[config.mk]
export PLATFORM = sky130hd
export DESIGN_NAME = airlock_sequencer_flat
export DESIGN_NICKNAME = d
export VERILOG_FILES = /design/src/rtl/airlock_pkg.sv /design/src/rtl/airlock_sequencer_if.sv /design/src/rtl/airlock_sequencer_dwell_timer.sv /design/src/rtl/airlock_sequencer.sv /design/src/flat_wrapper.sv
export SDC_FILE = /design/constraint.sdc
export NUM_CORES = 1
export LEC_CHECK = 0
export ABC_AREA = 1
export BUFFER_PORTS_ARGS = -buffer_cell sky130_fd_sc_hd__buf_4
export CORE_UTILIZATION = 53
export CTS_CLUSTER_DIAMETER = 50
export DETAILED_ROUTE_END_ITERATION = 7
export PLACE_DENSITY = 0.85
export SLEW_MARGIN = 25
export SYNTH_ARGS = -nofsm -noshare
export SYNTH_HDL_FRONTEND = slang
export SYNTH_SLANG_ARGS = --single-unit
export TNS_END_PERCENT = 10
[constraint.sdc]
create_clock -name clock -period 1.85 [get_ports clock]
set_input_delay 0.0925 -clock clock [delete_from_list [all_inputs] [get_ports clock]]
set_output_delay 0.0925 -clock clock [all_outputs]
set_load 0.05 [all_outputs]
[src/rtl/airlock_pkg.sv]
// Shared encodings for the airlock sequencer: states, error codes,
// trip directions and the port-fault classifier.
package airlock_pkg;

  typedef enum logic [3:0] {
    ST_IDLE        = 4'h0,
    ST_PREP        = 4'h1,
    ST_WAIT_FILL   = 4'h2,
    ST_FILLING     = 4'h3,
    ST_WAIT_DRAIN  = 4'h4,
    ST_DRAINING    = 4'h5,
    ST_OPEN_OUTER  = 4'h6,
    ST_CLOSE_OUTER = 4'h7,
    ST_OPEN_INNER  = 4'h8,
    ST_CLOSE_INNER = 4'h9,
    ST_ERROR       = 4'hA
  } state_t;

  localparam logic [1:0] ERR_NONE  = 2'd0;
  localparam logic [1:0] ERR_BOTH  = 2'd1;
  localparam logic [1:0] ERR_OPORT = 2'd2;
  localparam logic [1:0] ERR_IPORT = 2'd3;

  localparam logic DIR_ARRIVE = 1'b0;
  localparam logic DIR_DEPART = 1'b1;

  // States whose exit is governed by the dwell timer.
  function automatic logic is_timed(input state_t s);
    return (s == ST_PREP) || (s == ST_FILLING) || (s == ST_DRAINING);
  endfunction

  // Classify port activity against the current state; the order of the
  // tests encodes the fault priority (both open beats a single bad port).
  function automatic logic [1:0] port_fault(input state_t s,
                                            input logic   iport,
                                            input logic   oport);
    logic outer_window;
    logic inner_window;
    outer_window = (s == ST_OPEN_OUTER) || (s == ST_CLOSE_OUTER);
    inner_window = (s == ST_OPEN_INNER) || (s == ST_CLOSE_INNER);
    if (iport && oport)
      return ERR_BOTH;
    else if (oport && !outer_window)
      return ERR_OPORT;
    else if (iport && !inner_window)
      return ERR_IPORT;
    else
      return ERR_NONE;
  endfunction

endpackage

[src/rtl/airlock_sequencer_if.sv]
// Request/sensor inputs and status outputs of the airlock sequencer.
interface airlock_if;
  logic       arrive;
  logic       depart;
  logic       fill;
  logic       drain;
  logic       iport;
  logic       oport;
  logic [3:0] state;
  logic       dir;
  logic       chamber_hi;
  logic       fill_valve;
  logic       drain_valve;
  logic       iport_ok;
  logic       oport_ok;
  logic       busy;
  logic       err;
  logic [1:0] err_code;

  // Side that issues requests and reads status (board wrapper / bench).
  modport master (
    output arrive, depart, fill, drain, iport, oport,
    input  state, dir, chamber_hi, fill_valve, drain_valve,
    input  iport_ok, oport_ok, busy, err, err_code
  );

  // Side implemented by the sequencer.
  modport slave (
    input  arrive, depart, fill, drain, iport, oport,
    output state, dir, chamber_hi, fill_valve, drain_valve,
    output iport_ok, oport_ok, busy, err, err_code
  );
endinterface

[src/rtl/airlock_sequencer_dwell_timer.sv]
// Dwell counter: restarts from zero on clear, counts while enabled and
// flags the cycle on which the count equals the programmed limit.
module dwell_timer #(
  parameter int CNT_W = 27
) (
  input  logic             clock,
  input  logic             reset,
  input  logic             clear,
  input  logic             enable,
  input  logic [CNT_W-1:0] limit,
  output logic             done
);

  logic [CNT_W-1:0] count;

  // Count register; clear wins over increment so a new phase starts at 0.
  always_ff @(posedge clock or negedge reset) begin
    if (!reset)
      count <= '0;
    else if (clear)
      count <= '0;
    else if (enable)
      count <= count + CNT_W'(1);
  end

  // Last cycle of the phase: the owner leaves the state on the next edge.
  always_comb begin
    done = enable && (count == limit);
  end

endmodule

[src/rtl/airlock_sequencer.sv]
// Bidirectional lock-chamber sequencer: serves arrivals and departures,
// tracks chamber level across trips and latches illegal port activity.
import airlock_pkg::*;

module airlock_sequencer #(
  parameter int CNT_W           = 27,
  parameter int PREP_CYCLES     = 2**25,
  parameter int FILL_CYCLES     = 2**25,
  parameter int DRAIN_CYCLES    = 2**25,
  parameter bit ARRIVE_PRIORITY = 1'b1
) (
  input logic      clock,
  input logic      reset,
  airlock_if.slave bus
);

  localparam logic [CNT_W-1:0] PREP_LIM  = CNT_W'(PREP_CYCLES - 1);
  localparam logic [CNT_W-1:0] FILL_LIM  = CNT_W'(FILL_CYCLES - 1);
  localparam logic [CNT_W-1:0] DRAIN_LIM = CNT_W'(DRAIN_CYCLES - 1);

  state_t           state_q, state_d;
  logic             dir_q, dir_d;
  logic             chamber_hi_q, chamber_hi_d;
  logic [1:0]       err_code_q, err_code_d;
  logic [1:0]       fault;
  logic             timer_clear;
  logic             timer_en;
  logic             timer_done;
  logic [CNT_W-1:0] timer_limit;

  logic             fill_valve_q, drain_valve_q;
  logic             iport_ok_q, oport_ok_q;
  logic             busy_q, err_q;

  dwell_timer #(
    .CNT_W (CNT_W)
  ) u_timer (
    .clock  (clock),
    .reset  (reset),
    .clear  (timer_clear),
    .enable (timer_en),
    .limit  (timer_limit),
    .done   (timer_done)
  );

  // Timer control: any state change restarts the count, so every timed
  // state begins at zero and lasts exactly its programmed number of cycles.
  always_comb begin
    timer_clear = (state_d != state_q);
    timer_en    = is_timed(state_q);
    timer_limit = '0;
    case (state_q)
      ST_PREP:     timer_limit = PREP_LIM;
      ST_FILLING:  timer_limit = FILL_LIM;
      ST_DRAINING: timer_limit = DRAIN_LIM;
      default:     timer_limit = '0;
    endcase
  end

  // Port fault classification for the current state.
  always_comb begin
    fault = port_fault(state_q, bus.iport, bus.oport);
  end

  // Next-state logic; a detected fault overrides every trip transition.
  always_comb begin
    state_d      = state_q;
    dir_d        = dir_q;
    chamber_hi_d = chamber_hi_q;
    err_code_d   = err_code_q;
    if ((state_q != ST_ERROR) && (fault != ERR_NONE)) begin
      state_d    = ST_ERROR;
      err_code_d = fault;
    end else begin
      case (state_q)
        ST_IDLE: begin
          if (bus.arrive && bus.depart) begin
            dir_d   = ARRIVE_PRIORITY ? DIR_ARRIVE : DIR_DEPART;
            state_d = ST_PREP;
          end else if (bus.arrive) begin
            dir_d   = DIR_ARRIVE;
            state_d = ST_PREP;
          end else if (bus.depart) begin
            dir_d   = DIR_DEPART;
            state_d = ST_PREP;
          end
        end
        ST_PREP: begin
          if (timer_done) begin
            if (dir_q == DIR_ARRIVE)
              state_d = chamber_hi_q ? ST_OPEN_OUTER : ST_WAIT_FILL;
            else
              state_d = chamber_hi_q ? ST_WAIT_DRAIN : ST_OPEN_INNER;
          end
        end
        ST_WAIT_FILL: begin
          if (bus.fill)
            state_d = ST_FILLING;
        end
        ST_FILLING: begin
          if (timer_done) begin
            chamber_hi_d = 1'b1;
            state_d      = ST_OPEN_OUTER;
          end
        end
        ST_WAIT_DRAIN: begin
          if (bus.drain)
            state_d = ST_DRAINING;
        end
        ST_DRAINING: begin
          if (timer_done) begin
            chamber_hi_d = 1'b0;
            state_d      = ST_OPEN_INNER;
          end
        end
        ST_OPEN_OUTER: begin
          if (bus.oport)
            state_d = ST_CLOSE_OUTER;
        end
        ST_CLOSE_OUTER: begin
          if (!bus.oport)
            state_d = (dir_q == DIR_ARRIVE) ? ST_WAIT_DRAIN : ST_IDLE;
        end
        ST_OPEN_INNER: begin
          if (bus.iport)
            state_d = ST_CLOSE_INNER;
        end
        ST_CLOSE_INNER: begin
          if (!bus.iport)
            state_d = (dir_q == DIR_ARRIVE) ? ST_IDLE : ST_WAIT_FILL;
        end
        ST_ERROR: begin
          state_d = ST_ERROR;
        end
        default: begin
          state_d = ST_IDLE;
        end
      endcase
    end
  end

  // State, trip direction, chamber level and first error code.
  always_ff @(posedge clock or negedge reset) begin
    if (!reset) begin
      state_q      <= ST_IDLE;
      dir_q        <= DIR_ARRIVE;
      chamber_hi_q <= 1'b0;
      err_code_q   <= ERR_NONE;
    end else begin
      state_q      <= state_d;
      dir_q        <= dir_d;
      chamber_hi_q <= chamber_hi_d;
      err_code_q   <= err_code_d;
    end
  end

  // Moore outputs decoded from the next state so they update on the same
  // edge as the state register.
  always_ff @(posedge clock or negedge reset) begin
    if (!reset) begin
      fill_valve_q  <= 1'b0;
      drain_valve_q <= 1'b0;
      iport_ok_q    <= 1'b0;
      oport_ok_q    <= 1'b0;
      busy_q        <= 1'b0;
      err_q         <= 1'b0;
    end else begin
      fill_valve_q  <= (state_d == ST_FILLING);
      drain_valve_q <= (state_d == ST_DRAINING);
      iport_ok_q    <= (state_d == ST_OPEN_INNER) || (state_d == ST_CLOSE_INNER);
      oport_ok_q    <= (state_d == ST_OPEN_OUTER) || (state_d == ST_CLOSE_OUTER);
      busy_q        <= (state_d != ST_IDLE) && (state_d != ST_ERROR);
      err_q         <= (state_d == ST_ERROR);
    end
  end

  // Drive the status side of the interface from registers only.
  always_comb begin
    bus.state       = state_q;
    bus.dir         = dir_q;
    bus.chamber_hi  = chamber_hi_q;
    bus.err_code    = err_code_q;
    bus.fill_valve  = fill_valve_q;
    bus.drain_valve = drain_valve_q;
    bus.iport_ok    = iport_ok_q;
    bus.oport_ok    = oport_ok_q;
    bus.busy        = busy_q;
    bus.err         = err_q;
  end

endmodule

[src/flat_wrapper.sv]
// flat-port wrapper written by rule: the top's interface ports become plain ports
module airlock_sequencer_flat 
#(
  parameter int CNT_W           = 27,
  parameter int PREP_CYCLES     = 2**25,
  parameter int FILL_CYCLES     = 2**25,
  parameter int DRAIN_CYCLES    = 2**25,
  parameter bit ARRIVE_PRIORITY = 1'b1
)
  (clock, reset, bus_arrive, bus_depart, bus_fill, bus_drain, bus_iport, bus_oport, bus_state, bus_dir, bus_chamber_hi, bus_fill_valve, bus_drain_valve, bus_iport_ok, bus_oport_ok, bus_busy, bus_err, bus_err_code);
  airlock_if bus_i ();
  input logic clock;
  input logic reset;
  input wire logic [$bits(bus_i.arrive)-1:0] bus_arrive;
  input wire logic [$bits(bus_i.depart)-1:0] bus_depart;
  input wire logic [$bits(bus_i.fill)-1:0] bus_fill;
  input wire logic [$bits(bus_i.drain)-1:0] bus_drain;
  input wire logic [$bits(bus_i.iport)-1:0] bus_iport;
  input wire logic [$bits(bus_i.oport)-1:0] bus_oport;
  output wire logic [$bits(bus_i.state)-1:0] bus_state;
  output wire logic [$bits(bus_i.dir)-1:0] bus_dir;
  output wire logic [$bits(bus_i.chamber_hi)-1:0] bus_chamber_hi;
  output wire logic [$bits(bus_i.fill_valve)-1:0] bus_fill_valve;
  output wire logic [$bits(bus_i.drain_valve)-1:0] bus_drain_valve;
  output wire logic [$bits(bus_i.iport_ok)-1:0] bus_iport_ok;
  output wire logic [$bits(bus_i.oport_ok)-1:0] bus_oport_ok;
  output wire logic [$bits(bus_i.busy)-1:0] bus_busy;
  output wire logic [$bits(bus_i.err)-1:0] bus_err;
  output wire logic [$bits(bus_i.err_code)-1:0] bus_err_code;
  assign bus_i.arrive = bus_arrive;
  assign bus_i.depart = bus_depart;
  assign bus_i.fill = bus_fill;
  assign bus_i.drain = bus_drain;
  assign bus_i.iport = bus_iport;
  assign bus_i.oport = bus_oport;
  assign bus_state = bus_i.state;
  assign bus_dir = bus_i.dir;
  assign bus_chamber_hi = bus_i.chamber_hi;
  assign bus_fill_valve = bus_i.fill_valve;
  assign bus_drain_valve = bus_i.drain_valve;
  assign bus_iport_ok = bus_i.iport_ok;
  assign bus_oport_ok = bus_i.oport_ok;
  assign bus_busy = bus_i.busy;
  assign bus_err = bus_i.err;
  assign bus_err_code = bus_i.err_code;
  airlock_sequencer #(.CNT_W(CNT_W), .PREP_CYCLES(PREP_CYCLES), .FILL_CYCLES(FILL_CYCLES), .DRAIN_CYCLES(DRAIN_CYCLES), .ARRIVE_PRIORITY(ARRIVE_PRIORITY)) u_core (.clock(clock), .reset(reset), .bus(bus_i));
endmodule
; ---- After elaboration in Yosys (flattened, before gate mapping)
; Index checks and enable logic that the tools add are counted.
[word_totals]
elab_cells = 91
register_bits = 41
output_inout_bits = 14
input_bits = 8
[classes]
muxes = 31
n_bitwise = 1
n_eq_ne = 23
add_sub_neg = 1
n_reduce_logical = 24
[op_table]
columns = cell, n
row1 = $mux 4, 15
row2 = $mux 27, 2
row3 = $pmux 4 s11, 1
row4 = $eq 4x3->1 const B, 7
row5 = $add 27x1->27 const B, 1
row6 = $eq 27x27->1, 1
row7 = $mux 25, 1
row8 = $eq 4x4->1 const B, 6
row9 = $eq 4x2->1 const B, 3
row10 = $mux 2, 4
row11 = $ne 4x4->1 const B, 2
row12 = $logic_and 1x1->1, 7
row13 = $logic_or 1x1->1, 6
row14 = $mux 3, 2
row15 = $reduce_bool 2->1, 3
row16 = $mux 1, 5
row17 = $eq 4x1->1 const B, 1
row18 = $logic_not 4->1, 1
row19 = $ne 2x1->1 const B, 2
row20 = $ne 4x4->1, 1
row21 = $reduce_and 4->1, 1
row22 = $reduce_bool 4->1, 1
row23 = $reduce_and 3->1, 1
row24 = $reduce_bool 3->1, 1
row25 = other kinds (4), 5

; ---- Longest topological paths before layout
[depth]
ltp_word = 12
mapped_depth = 16
mapped_depth_nobuf = 14

; ---- By module
; Synthesis repeated with hierarchy kept, for this count alone.
[hier_totals]
hier_cells = 445
area_unflattened_um2 = 2914.0
[modules_own_cells]
columns = module, instances, cells_per_inst, seq_area_each_um2, area_per_inst_um2
row1 = dwell_timer, 1, 308, 675.6, 2015.7
row2 = airlock_sequencer, 1, 137, 350.3, 898.4

; ---- Least setup slack after synthesis
; No wires, ideal clock.
[synth_path]
kind = reg2reg
start = register u_core.state_q[1], in the netlist u_core.bus.state[1]
end = register u_core.u_timer.count[0]
path_buffers = 2
arrival_ns = 2.085
t_required_ns = 1.727
period_less_slack_ns = 2.208
path_stages_with_launch = 16
path_slack_ns = -0.358
path_cell_list = dfrtp_1 buf_6 nand2_1 inv_1 nand2_1 nand2_2 inv_2 nor2_4 nand2_2 nand2_1 nand2_1 o21ai_2 nand2_1 nand3_4 buf_6 nor3_2
[synth_via]
elab_chain_len = 12
word_cells_on_any_way = 46
cone_classes = eq/ne: 13 / mux: 19 / reduce/logical: 14
[synth_rtl]
columns = element, line
row1 = start: declaration, airlock_sequencer.sv:21  ; state_t state_q, state_d;
row2 = start signal: assignment, airlock_sequencer.sv:150  ; state_q <= state_d;
row3 = branches (longest 12 deep; another with $eq 27x27->1), -
row4 = end signal: assignment, airlock_sequencer_dwell_timer.sv:23  ; count <= count + CNT_W'(1);
row5 = end: declaration, airlock_sequencer_dwell_timer.sv:14  ; logic [CNT_W-1:0] count;
; Parallel ways; which one is timed is not known.
; A chain may end at the register's enable or synchronous reset.

; ---- Worst setup path after layout
[layout_path]
start = register u_core.state_q[3], in the netlist u_core.bus.state[3]
end = register u_core.u_timer.count[23]
; Same word-level chain as after synthesis.

==> results.txt <==
- Number of instances in the placed design: 416
* Mean cell area of the mapped netlist: 8.44 sq um
* Hpwl dp: 4220 um
- Largest delay contributor family on the critical path: simple AND/OR/NAND/NOR gates
- Summing all flip-flop and latch instances after layout gives 0.00103 sq mm.
- Sink Count: 41
- In the finished design, the share of the clock period the worst path needs comes to 1.06.
* Clock transition time at the flip-flop clock pins of the worst setup and hold paths: 0.09 ns
- Final std cell area, no fill: 0.00335 sq mm
- The total overflow left after global routing is 0.
- Compared with the post-synthesis result, the final layout area differs by 35.0%.
* Total power consumption of the routed design: 3.87 mW
- Number of synthesized flops with an enable pin: 0
* PD cells: 1150 mW/mm^2
- Standard cell area after detailed placement: 0.00312 sq mm
* Critical-path maximum fanout: 7
* Initial core utilization: 0.562
- The number of global-route vias before repair came to 2,332.
- The root buffer cell chosen for the clock tree is clkbuf_8.
- Post-synthesis instance area: 0.00248 sq mm
* Last weighted congestion value of the routability-driven placer: 0.996
* Die boundary height: 70.4 um
- Crit path buffers/inverters: 1
* Worst path setup slack after routing: -0.119 ns
- Overall Global Routing Usage: 0.265
- Actual slew at the worst max-slew pin: 0.525 ns
* Worst EP arrival: 2.20 ns
- Post-Layout Cell Count: 431
- Hold Fails Final Rpt: 0
* I/O pin total: 22
* Horiz. Die Dim: 70.4 um
- Slowest cell delay on critical path: 0.49 ns
- Net Count, Synth: 303
* First-pass GRT wire length: 10,200 um
- The setup path with the least slack is of type reg2reg.
- Number of buffers on the longest clock path: 2
- For this run, the top clock speed supported by timing is 508 MHz.
* Fraction of met1 tracks used by global routing: 0.307
* Proportion of layout cells with a drive suffix above 1: 0.414
- Nature of the critical path startpoint: register
- The signal on the critical path passes through nor2_4 -> nand2_2 -> nand2_2 -> buf_6 -> nand4_1 -> nor2_2 -> nand3_2 -> o21bai_1 -> nand2_1 -> nor3_2.
- In this run the remaining antenna-violating nets after routing total 0.
- Number of DRC violations after detailed-routing iteration 0: 182
- After detailed routing, the average wire length per cell comes to 13.9 um.
* Clk_lat worst skew: 0.31 ns
- Top cell by count, worst path: nand2_2
* Total number of vias: 2,329
- The min-delay analysis places its worst path in the category in2reg.
- STA puts the critical path data required time at 2.08 ns.
* Asr flop ratio synth: 1.00
* Yosys synthesis warning count: 0
- The final reports fail on setup timing.
- The most used flip-flop cell after synthesis is dfrtp_1.
- Summing all multi-input logic gate instances after layout gives 0.00137 sq mm.
- Setup-failing EPs final: 28
* Minimum clock period: 1.97 ns
- 0 antenna diodes ended up in the layout.
- Number of violations of the max-capacitance limit: 0
- Number of distinct standard cells referenced by the synthesized netlist: 30
- Cell count after synthesis: 294
- Leakage component of the power: 1.51 nW
- After detailed routing, the number of vias per cell comes to 5.40.
- # rows: 24
- The share of the Yosys chip area taken by registers is 0.414.
* Gr busiest metal: met2
- Initial DRT Pass Iterations: 4
- CTS H-tree depth: 2
- Measured on the finished design, the core utilization comes to 0.759.
* Flip-flop and latch count after synthesis: 41
- For this run, design rule violations remaining after detail routing come to 0.
- Met3 routing resource usage after global routing: 0.0635
- The flow ran to the end, but the final reports show violations.
- The largest individual stage delay along the critical path comes from the cell dfrtp_2.
- Count of filler cells inserted in the layout: 297
* Final #Nets: 387
- The count of buffers added on input and output ports is 21.
- The number of antenna violations at the first check in global routing was 0.
* Largest net degree at the start of global routing: 42
- Core Box Area: 0.00441 sq mm
- Met2 Use GR: 0.467
- Startpoint of the most critical setup path: u_core.bus.state[3]
* Unrepaired setup endpoints after global routing: true
- Clock skew on the completed layout was measured at 0.0109 ns.
- Element type at the critical path end: register
- Reg-to-Reg Start: u_core.bus.state[3]
- Detailed Route WL: 6010 um
* Worst hold path startpoint: bus_arrive
* Max-Slew Margin vs Limit: 0.650
- TritonCTS built the clock tree.
* VDD IR-drop max: 1100 uV
- The die covers 0.00496 sq mm.
- Count of final max-slew check failures: 0
- TritonCTS created 5 clock buffers.
## cell type report
cell class,count,share of cell area
clock buffers,5,0.0205
repair buffers,83,0.206
clock inverters,3,0.00523
flip-flops and latches,41,0.308
multi-input cells,219,0.409
well taps,52,0.0194
inverters,28,0.0321
## cells by family (layout without fill, tap and decap cells)
| logic type | Yosys count | in the layout | synth area share |
|---|---|---|---|
| adder cells (fa/ha/maj) | 1 | 1 | 0.00504 |
| AND/OR/NAND/NOR | 178 | 178 | 0.390 |
| flip-flops | 41 | 41 | 0.414 |
| buffers and inverters | 34 | 119 | 0.0666 |
| XOR/XNOR | 23 | 23 | 0.0812 |
| AO/OA/AOI/OAI | 16 | 16 | 0.0393 |
| multiplexers | 1 | 1 | 0.00403 |
## sequential cells by signal, indices dropped and copies added, names as in the netlist
register,flops
u_core.bus.state,4
u_core.bus.iport_ok,1
u_core.bus.err_code,2
u_core.bus.drain_valve,1
u_core.bus.err,1
u_core.bus.dir,1
u_core.bus.oport_ok,1
u_core.u_timer.count,27
u_core.bus.fill_valve,1
u_core.bus.busy,1
u_core.bus.chamber_hi,1
## cells in the mapped netlist, types with 2 or more instances
master,instances,area share
a21oi_1,3,0.0060
buf_4,2,0.0060
buf_6,4,0.018
dfrtp_1,41,0.41
inv_1,24,0.036
inv_2,4,0.0060
nand2_1,65,0.098
nand2_2,7,0.018
nand2_4,2,0.0091
nand3_1,23,0.046
nand3_2,2,0.0081
nand3_4,2,0.014
nand4_1,6,0.015
nor2_1,27,0.041
nor2_2,5,0.013
nor2_4,3,0.014
nor3_1,14,0.028
nor3_2,20,0.081
o21ai_0,7,0.014
o21ai_2,2,0.0071
xnor2_1,6,0.021
xor2_1,17,0.060
## layer usage
metal / wire, um / part of all wire / vias up
met5: 0 / 0 / -
met4: 141 / 0.023 / 0
met3: 241 / 0.040 / 17
met2: 3140 / 0.52 / 59
met1: 2490 / 0.41 / 1131
li1: - / - / 1122
## worst paths after layout
path	slack (ns)	end	cells past startpoint
setup / recovery	-0.12	u_core.u_timer.count[23]	10
hold / removal	0.05	u_core.bus.dir	4
setup reg to reg	-0.12	u_core.u_timer.count[23]	10
hold reg to reg	0.49	u_core.bus.err_code[1]	2
max in group asynchronous	1.15	u_core.bus.state[2]	2
min in group asynchronous	0.30	u_core.u_timer.count[8]	2
## layout by cell type (no fill, tap or decap), types with 2 or more instances in the layout
cell type,n
nor3_2,26
buf_12,5
nand3_4,2
buf_4,76
xor2_1,17
nor2_2,3
a21oi_1,3
inv_2,5
nand2_4,2
nand3_2,4
xnor2_1,6
nand2_2,11
nand4_1,6
dfrtp_2,4
nor2_4,6
nand2_1,61
inv_1,22
nand3_1,21
o21ai_0,6
nor3_1,7
clkbuf_8,5
nor2_1,26
clkinv_2,2
dfrtp_1,37
o21ai_2,2
## report_power, final
group | leakage (nW) | internal (mW) | switching [mW]
Sequential | 0.547 | 0.991 | 0.0779
Clock | 0.0439 | 0.261 | 0.337
Combinational | 0.922 | 0.836 | 1.37
Total | 1.51 | 2.09 | 1.78
## metrics by stage
stage / hold slack (ns) / worst slack (ns) / TNS (ns)
4_1_cts: 0.0483 / -0.0490 / -0.926
3_5_place_dp: 0.104 / -0.0864 / -1.28
6_report: 0.0482 / -0.119 / -2.09
3_3_place_gp: 0.0972 / -0.00987 / -0.0307
5_1_grt: 0.101 / -0.226 / -4.98
2_1_floorplan: -0.203 / -0.188 / -4.06
## timing repair
action	in CTS	in global routing
setup endpoints to repair	28	30
hold endpoints to repair	41	0
hold buffers	1	0
buffers inserted	1	5
pin swaps	2	5
gates resized for setup	12	10
## worst min-delay path: stages
cell,delay [ns]
buf_4,0.08
inv_1,0.04
nand2_1,0.05
o21ai_0,0.06
(Power assumes the default switching activity.)
